===== config.mk =====
export PLATFORM = sky130hd
export DESIGN_NAME = fetch_unit
export DESIGN_NICKNAME = d
export VERILOG_FILES = /design/src/rtl/fetch_unit.sv
export SDC_FILE = /design/constraint.sdc
export NUM_CORES = 1
export LEC_CHECK = 0
export ABC_CLOCK_PERIOD_IN_PS = 7800
export CORE_ASPECT_RATIO = 0.7
export CORE_UTILIZATION = 52
export CTS_CLUSTER_DIAMETER = 100
export DETAILED_ROUTE_END_ITERATION = 6
export PLACE_DENSITY = 0.85
export SLEW_MARGIN = 20
export SYNTH_ARGS = -nofsm -noshare
export SYNTH_HDL_FRONTEND = slang
export SYNTH_SLANG_ARGS = --single-unit

===== constraint.sdc =====
create_clock -name clk -period 7.8 [get_ports clk]
set_clock_uncertainty 0.2 [all_clocks]
set_input_delay 1.17 -clock clk [delete_from_list [all_inputs] [get_ports clk]]
set_output_delay 1.17 -clock clk [all_outputs]
set_load 0.03 [all_outputs]

===== src/rtl/fetch_unit.sv =====
// rtl/fetch_unit.sv - instruction fetch stage: PC, one-deep request pipe, instruction queue, redirect flush
module fetch_unit #(
    parameter logic [31:0] RESET_PC    = 32'h0000_0000,
    parameter int          QUEUE_DEPTH = 2
) (
    input  logic        clk,
    input  logic        reset,
    output logic        imem_req,
    output logic [31:0] imem_addr,
    input  logic [31:0] imem_rdata,
    input  logic        redirect_valid,
    input  logic [31:0] redirect_pc,
    output logic        out_valid,
    input  logic        out_ready,
    output logic [31:0] out_instr,
    output logic [31:0] out_pc
);

    localparam int PW = (QUEUE_DEPTH > 1) ? $clog2(QUEUE_DEPTH) : 1;
    localparam int CW = PW + 1;

    logic [31:0]   fetch_pc;
    logic          inflight;
    logic [31:0]   inflight_pc;
    logic [31:0]   q_instr [QUEUE_DEPTH];
    logic [31:0]   q_pc    [QUEUE_DEPTH];
    logic [PW-1:0] head;
    logic [PW-1:0] tail;
    logic [CW-1:0] count;
    logic [CW-1:0] credit;
    logic          pop;
    logic          push;

    assign out_valid = (count != '0) & ~redirect_valid;
    assign pop       = out_valid & out_ready;
    assign push      = inflight & ~redirect_valid;

    // Occupied slots plus the outstanding response, minus the slot freed this cycle
    assign credit    = count + CW'(inflight) - CW'(pop);
    assign imem_req  = reset & ~redirect_valid & (credit < CW'(QUEUE_DEPTH));
    assign imem_addr = fetch_pc;
    assign out_instr = q_instr[head];
    assign out_pc    = q_pc[head];

    always_ff @(posedge clk) begin
        if (!reset) begin
            fetch_pc    <= RESET_PC;
            inflight    <= 1'b0;
            inflight_pc <= '0;
            head        <= '0;
            tail        <= '0;
            count       <= '0;
            for (int i = 0; i < QUEUE_DEPTH; i++) begin
                q_instr[i] <= '0;
                q_pc[i]    <= '0;
            end
        end else if (redirect_valid) begin
            fetch_pc <= redirect_pc & 32'hFFFF_FFFC;
            inflight <= 1'b0;
            head     <= '0;
            tail     <= '0;
            count    <= '0;
        end else begin
            inflight <= imem_req;
            if (imem_req) begin
                inflight_pc <= fetch_pc;
                fetch_pc    <= fetch_pc + 32'd4;
            end
            if (push) begin
                q_instr[tail] <= imem_rdata;
                q_pc[tail]    <= inflight_pc;
                tail          <= tail + PW'(1);
            end
            if (pop) begin
                head <= head + PW'(1);
            end
            case ({push, pop})
                2'b10:   count <= count + CW'(1);
                2'b01:   count <= count - CW'(1);
                default: count <= count;
            endcase
        end
    end

    always_ff @(posedge clk) begin
        if (reset && push && !pop) begin
            assert (count < CW'(QUEUE_DEPTH));
        end
    end

endmodule


==> results.tsv, run 1 <==
stage	metric	value	unit
clock_network	cts_tree	yes	
routing	wirelength	19500	um
power	seq_power_share	0.499	
worst_setup_path	reg2reg_slack	4.38	ns
synthesis	syn_inst	728	
die	io_pins	166	
clock_network	cts_setup_buffers	0	
routing	drc	0	
place	port_buffers	159	
global_route	antenna_found_initial	0	
synthesis	synthArstFlopShare	0	
worst_setup_path	r2r-start	count[1]	
power	vdd_drop_max	0.153	mV
die	rows	38	
worst_setup_path	crit_fanout	37	
timing	clock.fmax	0.167	GHz
power	swShare	0.256	
timing	rsz0062_at_grt	no	
clock_network	clock_latency	0.44	ns
routing	drtAntennaViolNets	0	
timing	period_share	0.766	
clock_network	clock_path_buffers	2	
synthesis	synth_edf_count	124	
worst_setup_path	worstPathArrival	4.60	ns
power	leakage	3.90	nW
synthesis	yosysSeqAreaShare	0.595	
routing	drtPass1Iterations	5	
synthesis	synth_seq_cells	190	
power	internal_power	1.70	mW
outcome	status	complete, no violations	
timing	fin_crit	5.97	ns
finish	final_area	0.0109	mm2
global_route	grt_pass1_wl	30600	um
synthesis	avgSynthCellArea	11.7	um2
place	gp_congestion	0.923	
finish	final_cell_mix	159 x clkdlybuf4s50_1, 135 x and2_1, 124 x edfxtp_1	
worst_hold_path	hold_depth	2	
routing	num_vias	6113	
timing	slew_viol_final	0	
synthesis	synth_top_family_by_area	simple AND/OR/NAND/NOR gates	
synthesis	syn_area	0.00848	mm2
timing	slew_headroom	0.356	
worst_setup_path	startpoint	redirect_valid	
power	p_comb_frac	0.108	
synthesis	synthAdderAreaFrac	0.00443	
worst_setup_path	timing.rr.end	imem_addr[6]	
finish	diodes	0	
synthesis	synth_compound_area_frac	0.0611	
global_route	grt_start_max_net_pins	63	
global_route	grt_overflow	0	
power	powerDensity	210	mW/mm2
finish	nets	942	
synthesis	synth-xor-area-share	0.0251	
synthesis	synth-main-ff-cell	edfxtp_1	
power	p_clk_frac	0.393	
clock_network	cts_hold_buffers	0	
finish	drive_gt1_frac	0.130	
worst_setup_path	crit_required	6.43	ns
worst_hold_path	hold_path.class	reg -> reg	
finish	final_common_cell	clkdlybuf4s50_1	
global_route	grt_usage	0.240	
place	dpl.hpwl	12200	um
worst_setup_path	crit_type	in -> out	
finish	area_growth	28.2	%
place	place_area	0.0103	mm2
worst_hold_path	min_from	inflight_pc[31]	
die	initial_core_util	0.539	
routing	initialDrtViolationCount	452	
clock_network	clkSinkCount	190	
die	core_area	0.0157	mm2
synthesis	ys_warn_count	0	
die	dieArea	0.0168	mm2
routing	wl_per_cell	17.7	um
timing	fin_setup_tns	0	ns
die	die_height	109	um
worst_setup_path	critPathCaptureType	primary output	
clock_network	cts_buffers	17	
finish	n_fill_cell	1198	
global_route	grt_pass1_vias	5908	
clock_network	cts.clk_slew.worst_paths	0.07	ns
synthesis	muxShareOfSynthArea	0.0888	
worst_setup_path	ff2ff_path_depth	10	
worst_setup_path	startpoint_type	input pin	
clock_network	cts-root-buf	clkbuf_16	
job	cap_viol_max_count	0	
worst_hold_path	hold-path-endpoint	inflight_pc[31]	
die	die_w	155	um
synthesis	synth-simple-area-share	0.199	
clock_network	h-tree-depth	4	
routing	via_per_inst	5.54	
power	switchingPower	0.586	mW
timing	tightest_slew	0.964	ns
timing	finalSetupViolCount	0	
timing	hold_violations	0	
clock_network	cts-resized-gates	0	
synthesis	synth.distinct_cells	56	
-- how the worst max path moves through the flow --
stage,to,cells after the start
finish,imem_req,9
global route,imem_req,9
CTS,imem_req,9
detailed placement,imem_req,9
global placement,imem_req,9
floorplan,q_instr[1][0],3
-- critical path: stages --
cell and delay (ns):
clkdlybuf4s50_1 0.44, nor2_1 0.17, and2_1 0.23, ha_1 0.26
and2b_1 0.31, xor2_4 0.50, nand2_1 0.16, inv_2 0.55
clkdlybuf4s50_1 0.80
-- layer usage --
metal	up-vias	track usage	wire length, um
met2	231	0.373	8820
met3	32	0.0600	1440
li1	2876	-	-
met1	2974	0.327	8890
met5	-	0	0
met4	0	0.0884	348
-- synth_stat cells, types with 3 or more instances --
master     number  area, um2
nand2_1        97        364
xor2_1          9       78.8
dfxtp_1        66       1320
inv_1           4       15.0
and3_1          8       50.1
or3_1           4       25.0
a21oi_1        36        180
ha_1            3       37.5
a31oi_1         8       50.1
a2bb2oi_1       7       61.3
nor3_1          3       15.0
buf_4           4       30.0
o21ai_0         4       20.0
buf_2           8       40.0
o22ai_1         7       43.8
nand4_1        12       75.1
edfxtp_1      124       3720
nor2_1         19       71.3
clkbuf_1       29        109
xnor2_1         9       78.8
nand3_1        15       75.1
and2_1        135        845
mux2_1          4       45.0
mux2_2         62        698
and4_1          4       35.0
nor4_1          6       37.5
buf_1           5       18.8
-- stage by stage --
| step | utilization | power (mW) | instances | hold slack, ns | worst slack [ns] |
|---|---|---|---|---|---|
| after global placement | 0.652 | 1.40 | 1072 | 0.251 | 1.96 |
| after floorplan | - | 1.30 | 731 | 0.240 | 1.26 |
| after global routing | 0.691 | 2.36 | 1104 | 0.288 | 1.65 |
| final | 0.691 | 2.29 | 1104 | 0.266 | 1.83 |
| after detailed placement | 0.652 | 1.41 | 1072 | 0.255 | 1.92 |
| after CTS | 0.691 | 2.29 | 1104 | 0.265 | 1.89 |
-- area by class of cell --
cell class | instances | area, um2 | share of cell area
multi-input cells | 489 | 3260 | 0.300
repair buffers | 167 | 1650 | 0.152
well taps | 220 | 275 | 0.0253
inverters | 6 | 22.5 | 0.00207
flip-flops and latches | 190 | 5050 | 0.464
clock inverters | 13 | 165 | 0.0152
clock buffers | 19 | 454 | 0.0418
-- power groups by stage --
stage | registers (mW) | clock network, mW | logic, mW
2_1_floorplan | 1.18 | 0 | 0.117
3_3_place_gp | 1.16 | 0 | 0.243
3_5_place_dp | 1.16 | 0 | 0.245
4_1_cts | 1.14 | 0.904 | 0.247
5_1_grt | 1.15 | 0.951 | 0.260
6_report | 1.14 | 0.899 | 0.246
-- logic make-up after synthesis --
family,count (synthesis)
DFF,190
AOI/OAI and AO/OA,81
adders and majority gates,3
other,1
xor gates and xnor gates,20
and+or+nand+nor,314
buffers and inverters,52
muxes,67
-- state kept, by name, indices dropped and copies added (netlist names), named ones only --
signal and cells:
q_pc 60, q_instr 64, imem_addr 30, inflight 1
count 2, inflight_pc 30, head 1, tail 1
(Power assumes the default switching activity.)
==> run 2: changes to the inputs <==
--- a/config.mk
+++ b/config.mk
@@ -5,7 +5,7 @@
 export SDC_FILE = /design/constraint.sdc
 export NUM_CORES = 1
 export LEC_CHECK = 0
-export ABC_CLOCK_PERIOD_IN_PS = 7800
+export ABC_CLOCK_PERIOD_IN_PS = 5600
 export CORE_ASPECT_RATIO = 0.7
 export CORE_UTILIZATION = 52
 export CTS_CLUSTER_DIAMETER = 100
==> constraint.sdc (replaced) <==
create_clock -name clk -period 5.6 [get_ports clk]
set_clock_uncertainty 0.2 [all_clocks]
set_input_delay 0.84 -clock clk [delete_from_list [all_inputs] [get_ports clk]]
set_output_delay 0.84 -clock clk [all_outputs]
set_load 0.03 [all_outputs]
==> run 2 against run 1 <==
Compared with the run above:
- critical path depth up 1
- wire length down 2.0%
- clock power up 33%
- largest power group unchanged
- cell area up 0.26%
- power up 37%
- non-clock buffer count up 4
- via count down 1.1%
- combinational power up 39%
- sequential cell count unchanged
- largest cell class unchanged
- worst setup slack worse by 0.76 ns
- die area unchanged
- critical path type unchanged
==> results.tsv, run 2 (synthesized netlist as in run 1, its figures left out) <==
stage	metric	value	unit	change
die	die_height	109	um	unchanged
worst_setup_path	crit_fanout	37		unchanged
die	io_pins	166		unchanged
finish	top_regs	q_instr: 64 flops, q_pc: 60 flops		
clock_network	clock_latency	0.42	ns	-0.02 ns
power	vdd_drop_max	0.250	mV	+63%
worst_setup_path	crit_required	4.56	ns	-1.87 ns
timing	finalSetupViolCount	0		unchanged
worst_setup_path	critPathCaptureType	primary output		
worst_setup_path	startpoint	redirect_valid		
clock_network	clock_path_buffers	2		unchanged
routing	num_vias	6048		-1.1%
clock_network	clkSinkCount	190		unchanged
clock_network	cts_tree	yes		
timing	fin_crit	4.53	ns	
routing	initialDrtViolationCount	490		+8.4%
global_route	grt_usage	0.234		-0.00551
global_route	grt_start_max_net_pins	63		unchanged
global_route	busiest_layer	met2		
power	power	3.13	mW	+37%
place	gp_congestion	0.882		-4.5%
die	rows	38		unchanged
clock_network	cts.clk_slew.worst_paths	0.07	ns	about the same
routing	drc	0		unchanged
routing	via_per_inst	5.46		-1.4%
timing	clock.fmax	0.221	GHz	
finish	nets	946		+0.42%
finish	final_cell_mix	158 x clkdlybuf4s50_1, 135 x and2_1, 124 x edfxtp_1		
clock_network	cts_setup_buffers	0		unchanged
job	cap_viol_max_count	0		unchanged
die	initial_core_util	0.539		unchanged
worst_hold_path	min_from	inflight_pc[25]		
finish	final_common_cell	clkdlybuf4s50_1		
global_route	grt_util_met1	0.325		-0.00237
finish	largest_reg_flops	64		unchanged
routing	drtAntennaViolNets	0		unchanged
routing	wl_per_cell	17.2	um	-2.4%
routing	drtPass1Iterations	5		unchanged
finish	diodes	0		unchanged
worst_setup_path	crit_type	in -> out		
clock_network	cts_hold_buffers	0		unchanged
timing	hold_violations	0		unchanged
die	die_w	155	um	unchanged
clock_network	cts-root-buf	clkbuf_16		
finish	area_growth	28.6	%	
worst_setup_path	worstPathArrival	3.49	ns	-1.11 ns
clock_network	cts-resized-gates	0		unchanged
routing	wirelength	19100	um	-2.0%
timing	fin_setup_tns	0	ns	unchanged
global_route	antenna_found_initial	0		unchanged
outcome	status	complete, no violations		
worst_setup_path	r2r-start	count[1]		
timing	slew_viol_final	0		unchanged
timing	tightest_slew	0.909	ns	-0.0554 ns
timing	rsz0062_at_grt	no		
worst_hold_path	hold_path.class	reg -> reg		
power	leakage	3.92	nW	+0.46%
power	powerDensity	287	mW/mm2	+37%
clock_network	cts_buffers	17		unchanged
global_route	met2_usage	0.371		-0.00194
die	dieArea	0.0168	mm2	unchanged
finish	drive_gt1_frac	0.136		+0.00617
worst_setup_path	startpoint_type	input pin		
place	port_buffers	159		unchanged
timing	period_share	0.809		
finish	n_fill_cell	1163		-2.9%
clock_network	h-tree-depth	4		unchanged
global_route	use_met3	0.0521		-0.00795
place	dpl.hpwl	12400	um	+1.0%
global_route	grt_pass1_vias	5819		-1.5%
global_route	grt_overflow	0		unchanged
finish	final_util	0.693		+0.00183
global_route	grt_pass1_wl	30000	um	-2.0%
finish	regMostFlops	q_instr		
die	core_area	0.0157	mm2	unchanged
timing	slew_headroom	0.394		+0.0376
==> run 2: routing by layer <==
metal  up-vias  wire [um]
met1      2943       8650
met2       212       8880
met5         -          0
met4         0        251
met3        22       1320
li1       2871          -
==> run 2: power by group <==
part / internal, mW / total (mW) / leakage, nW / switching, mW
clock network: 0.634 / 1.20 / 0.296 / 0.565
registers: 1.55 / 1.59 / 1.83 / 0.0426
logic: 0.150 / 0.341 / 1.79 / 0.191
total: 2.33 / 3.13 / 3.92 / 0.798
==> run 2: area by class of cell <==
type / instances / area [um2] / share of cell area
flip-flops and latches: 190 / 5050 / 0.463
multi-input cells: 489 / 3260 / 0.299
well taps: 220 / 275 / 0.0252
clock buffers: 19 / 464 / 0.0426
clock inverters: 13 / 136 / 0.0125
inverters: 6 / 22.5 / 0.00206
repair buffers: 171 / 1700 / 0.156
==> run 2: critical path, cell delays in order <==
cell	delay, ns
clkdlybuf4s50_1	0.49
nor2_1	0.06
and2_1	0.19
ha_1	0.28
and2b_1	0.30
xor2_4	0.15
buf_4	0.26
nand2_1	0.12
inv_2	0.51
buf_4	0.28
==> run 2: final timing paths <==
path                     end  slack [ns]  cells after the start
max                 imem_req        1.07                     10
min          inflight_pc[25]        0.26                      2
max reg2reg     imem_addr[6]        2.41                     11
min reg2reg  inflight_pc[25]        0.26                      2
==> run 2: stage by stage <==
stage | cells | setup WS, ns | area [um2] | hold slack [ns]
2_1_floorplan | 731 | 1.07 | 8490 | 0.240
3_3_place_gp | 1075 | 1.10 | 10300 | 0.248
3_5_place_dp | 1076 | 1.06 | 10300 | 0.253
4_1_cts | 1108 | 1.03 | 10900 | 0.262
5_1_grt | 1108 | 0.893 | 10900 | 0.288
6_report | 1108 | 1.07 | 10900 | 0.261
==> run 3: changes to the inputs <==
--- a/config.mk
+++ b/config.mk
@@ -5,12 +5,12 @@
 export SDC_FILE = /design/constraint.sdc
 export NUM_CORES = 1
 export LEC_CHECK = 0
-export ABC_CLOCK_PERIOD_IN_PS = 5600
+export ABC_CLOCK_PERIOD_IN_PS = 3800
 export CORE_ASPECT_RATIO = 0.7
-export CORE_UTILIZATION = 52
+export CORE_UTILIZATION = 47
 export CTS_CLUSTER_DIAMETER = 100
 export DETAILED_ROUTE_END_ITERATION = 6
-export PLACE_DENSITY = 0.85
+export PLACE_DENSITY = 0.82
 export SLEW_MARGIN = 20
 export SYNTH_ARGS = -nofsm -noshare
 export SYNTH_HDL_FRONTEND = slang
==> constraint.sdc (replaced) <==
create_clock -name clk -period 3.8 [get_ports clk]
set_clock_uncertainty 0.2 [all_clocks]
set_input_delay 0.57 -clock clk [delete_from_list [all_inputs] [get_ports clk]]
set_output_delay 0.57 -clock clk [all_outputs]
set_load 0.03 [all_outputs]
==> run 3 against run 2 <==
Compared with the run above:
- die area grew 10%
- clock-buffer cell count stayed put
- sequential share of layout area down 0.42 points
- highest routed layer unchanged
- utilization fell by 6.1 points
- worst setup slack got worse by 0.60 ns
- register-to-register slack worse by 1.6 ns
- hold slack is essentially flat
- clock power up 56%
- via count is essentially flat
- first-iteration DRC count increased by 25%
- non-clock buffer count increased by 6
==> results.tsv, run 3 (synthesized netlist as in run 1, its figures left out) <==
stage	metric	value	unit	change
outcome	status	complete, no violations		
power	vdd_drop_max	0.291	mV	+16%
timing	finalSetupViolCount	0		unchanged
worst_setup_path	path_cells	clkdlybuf4s50_1 > nor2_1 > and2_1 > ha_1 > and2b_1 > xor2_4 > nand2_1 > inv_2 > buf_4		
worst_setup_path	critPathSlowestCell	clkdlybuf4s50_1		
worst_setup_path	worstPathArrival	2.56	ns	-0.93 ns
place	dpl.hpwl	12500	um	+1.3%
finish	final_area	0.0110	mm2	+0.91%
clock_network	cts-resized-gates	0		unchanged
timing	clock.fmax	0.300	GHz	
routing	num_vias	6042		-0.099%
worst_setup_path	r2r-start	count[1]		
routing	drtPass1Iterations	5		unchanged
routing	drc	0		unchanged
worst_setup_path	crit_required	3.03	ns	-1.53 ns
worst_setup_path	crit_type	in -> out		
power	swShare	0.246		-0.00882
timing	fin_crit	3.33	ns	
finish	final_common_cell	clkdlybuf4s50_1		
die	initial_core_util	0.487		-0.0520
worst_setup_path	critPathCaptureType	primary output		
clock_network	clock_latency	0.43	ns	about the same
die	io_pins	166		unchanged
timing	period_share	0.877		
finish	n_fill_cell	1365		+17%
timing	fin_setup_tns	0	ns	unchanged
worst_setup_path	cpPeakStageDelay	0.43	ns	-0.08 ns
global_route	grt_overflow	0		unchanged
clock_network	cts_buffers	17		unchanged
power	p_clk_frac	0.395		+0.012
finish	regMostFlops	q_instr		
finish	diodes	0		unchanged
place	port_buffers	159		unchanged
power	powerDensity	430	mW/mm2	+50%
timing	tightest_slew	0.844	ns	-0.0654 ns
worst_setup_path	cp_top_family	simple AND/OR/NAND/NOR gates		
die	rows	40		+5.3%
worst_hold_path	min_from	inflight_pc[31]		
routing	initialDrtViolationCount	614		+25%
clock_network	clkSinkCount	190		unchanged
routing	via_per_inst	5.37		-1.6%
timing	hold_violations	0		unchanged
routing	wirelength	19600	um	+2.7%
finish	area_growth	29.8	%	
timing	slew_viol_final	0		unchanged
global_route	grt_start_max_net_pins	63		unchanged
power	seq_power_share	0.496		-0.012
power	leakage	3.97	nW	+1.3%
worst_setup_path	crit_fanout	4		-89%
power	switchingPower	1.16	mW	+46%
clock_network	cts_setup_buffers	0		unchanged
clock_network	clock_path_buffers	2		unchanged
finish	top_regs	q_instr: 64 flops, q_pc: 60 flops		
worst_setup_path	startpoint_type	input pin		
global_route	grt_usage	0.220		-0.0146
die	core_area	0.0174	mm2	+11%
clock_network	cts.clk_slew.worst_paths	0.07	ns	about the same
worst_setup_path	startpoint	redirect_valid		
die	die_height	114	um	+5.1%
clock_network	cts_tree	yes		
global_route	grt_pass1_wl	31100	um	+3.8%
power	power	4.73	mW	+51%
timing	rsz0062_at_grt	no		
finish	drive_gt1_frac	0.142		+0.00580
power	p_comb_frac	0.109		about the same
place	gp_congestion	0.850		-3.6%
job	cap_viol_max_count	0		unchanged
place	place_area	0.0104	mm2	+0.74%
worst_hold_path	hold_path.class	reg -> reg		
finish	largest_reg_flops	64		unchanged
die	dieArea	0.0186	mm2	+10%
clock_network	cts_hold_buffers	0		unchanged
clock_network	h-tree-depth	4		unchanged
die	die_w	163	um	+5.1%
global_route	antenna_found_initial	0		unchanged
clock_network	cts-root-buf	clkbuf_16		
finish	nets	952		+0.63%
routing	drtAntennaViolNets	0		unchanged
global_route	grt_pass1_vias	5859		+0.69%
timing	slew_headroom	0.433		+0.0389
worst_setup_path	path_buf_inv	3		-1
power	internal_power	3.56	mW	+53%
routing	wl_per_cell	17.4	um	+1.2%
finish	final_cell_mix	158 x clkdlybuf4s50_1, 135 x and2_1, 124 x edfxtp_1		
[run 3: metrics by stage]
stage                     utilization  worst slack, ns  std cells  hold slack (ns)
after global placement          0.596            0.377       1093            0.246
after floorplan                     -            0.383        731            0.240
after detailed placement        0.596            0.306       1093            0.256
final                           0.632            0.469       1125            0.261
after CTS                       0.632            0.460       1125            0.265
after global routing            0.632            0.329       1125            0.290
[run 3: worst paths after layout]
kind | endpoint | slack [ns] | cells after the start
max | imem_req | 0.47 | 9
max reg2reg | imem_addr[11] | 0.78 | 10
min | inflight_pc[31] | 0.26 | 2
min reg2reg | inflight_pc[31] | 0.26 | 2
[run 3: worst register-to-register path, stage by stage (launching register included)]
cell and delay (ns):
dfxtp_1 0.47, nor2_1 0.07, nor2_1 0.15, and2_1 0.22
ha_1 0.25, and2b_1 0.30, xor2_4 0.18, buf_4 0.21
nand3_2 0.22, or4_1 0.52, a31oi_1 0.16
[run 3: power groups by stage]
stage                     clock network [mW]  registers [mW]  logic [mW]
after floorplan                            0            2.41       0.242
after global placement                     0            2.38       0.509
after detailed placement                   0            2.39       0.514
after CTS                               1.89            2.34       0.518
after global routing                    1.97            2.35       0.547
final                                   1.87            2.34       0.515
[run 3: per-layer routing]
layer,wire length (um),up-vias,GRT usage
li1,-,2886,-
met1,8760,2900,0.304
met2,9080,231,0.342
met3,1500,25,0.0449
met4,281,0,0.0810
met5,0,-,0
[run 3: final cells by class]
class	instances	area, um2	share of cell area
well taps	231	289	0.0263
multi-input cells	489	3260	0.296
clock inverters	13	159	0.0144
repair buffers	177	1760	0.160
flip-flops and latches	190	5050	0.459
clock buffers	19	464	0.0422
inverters	6	22.5	0.00205
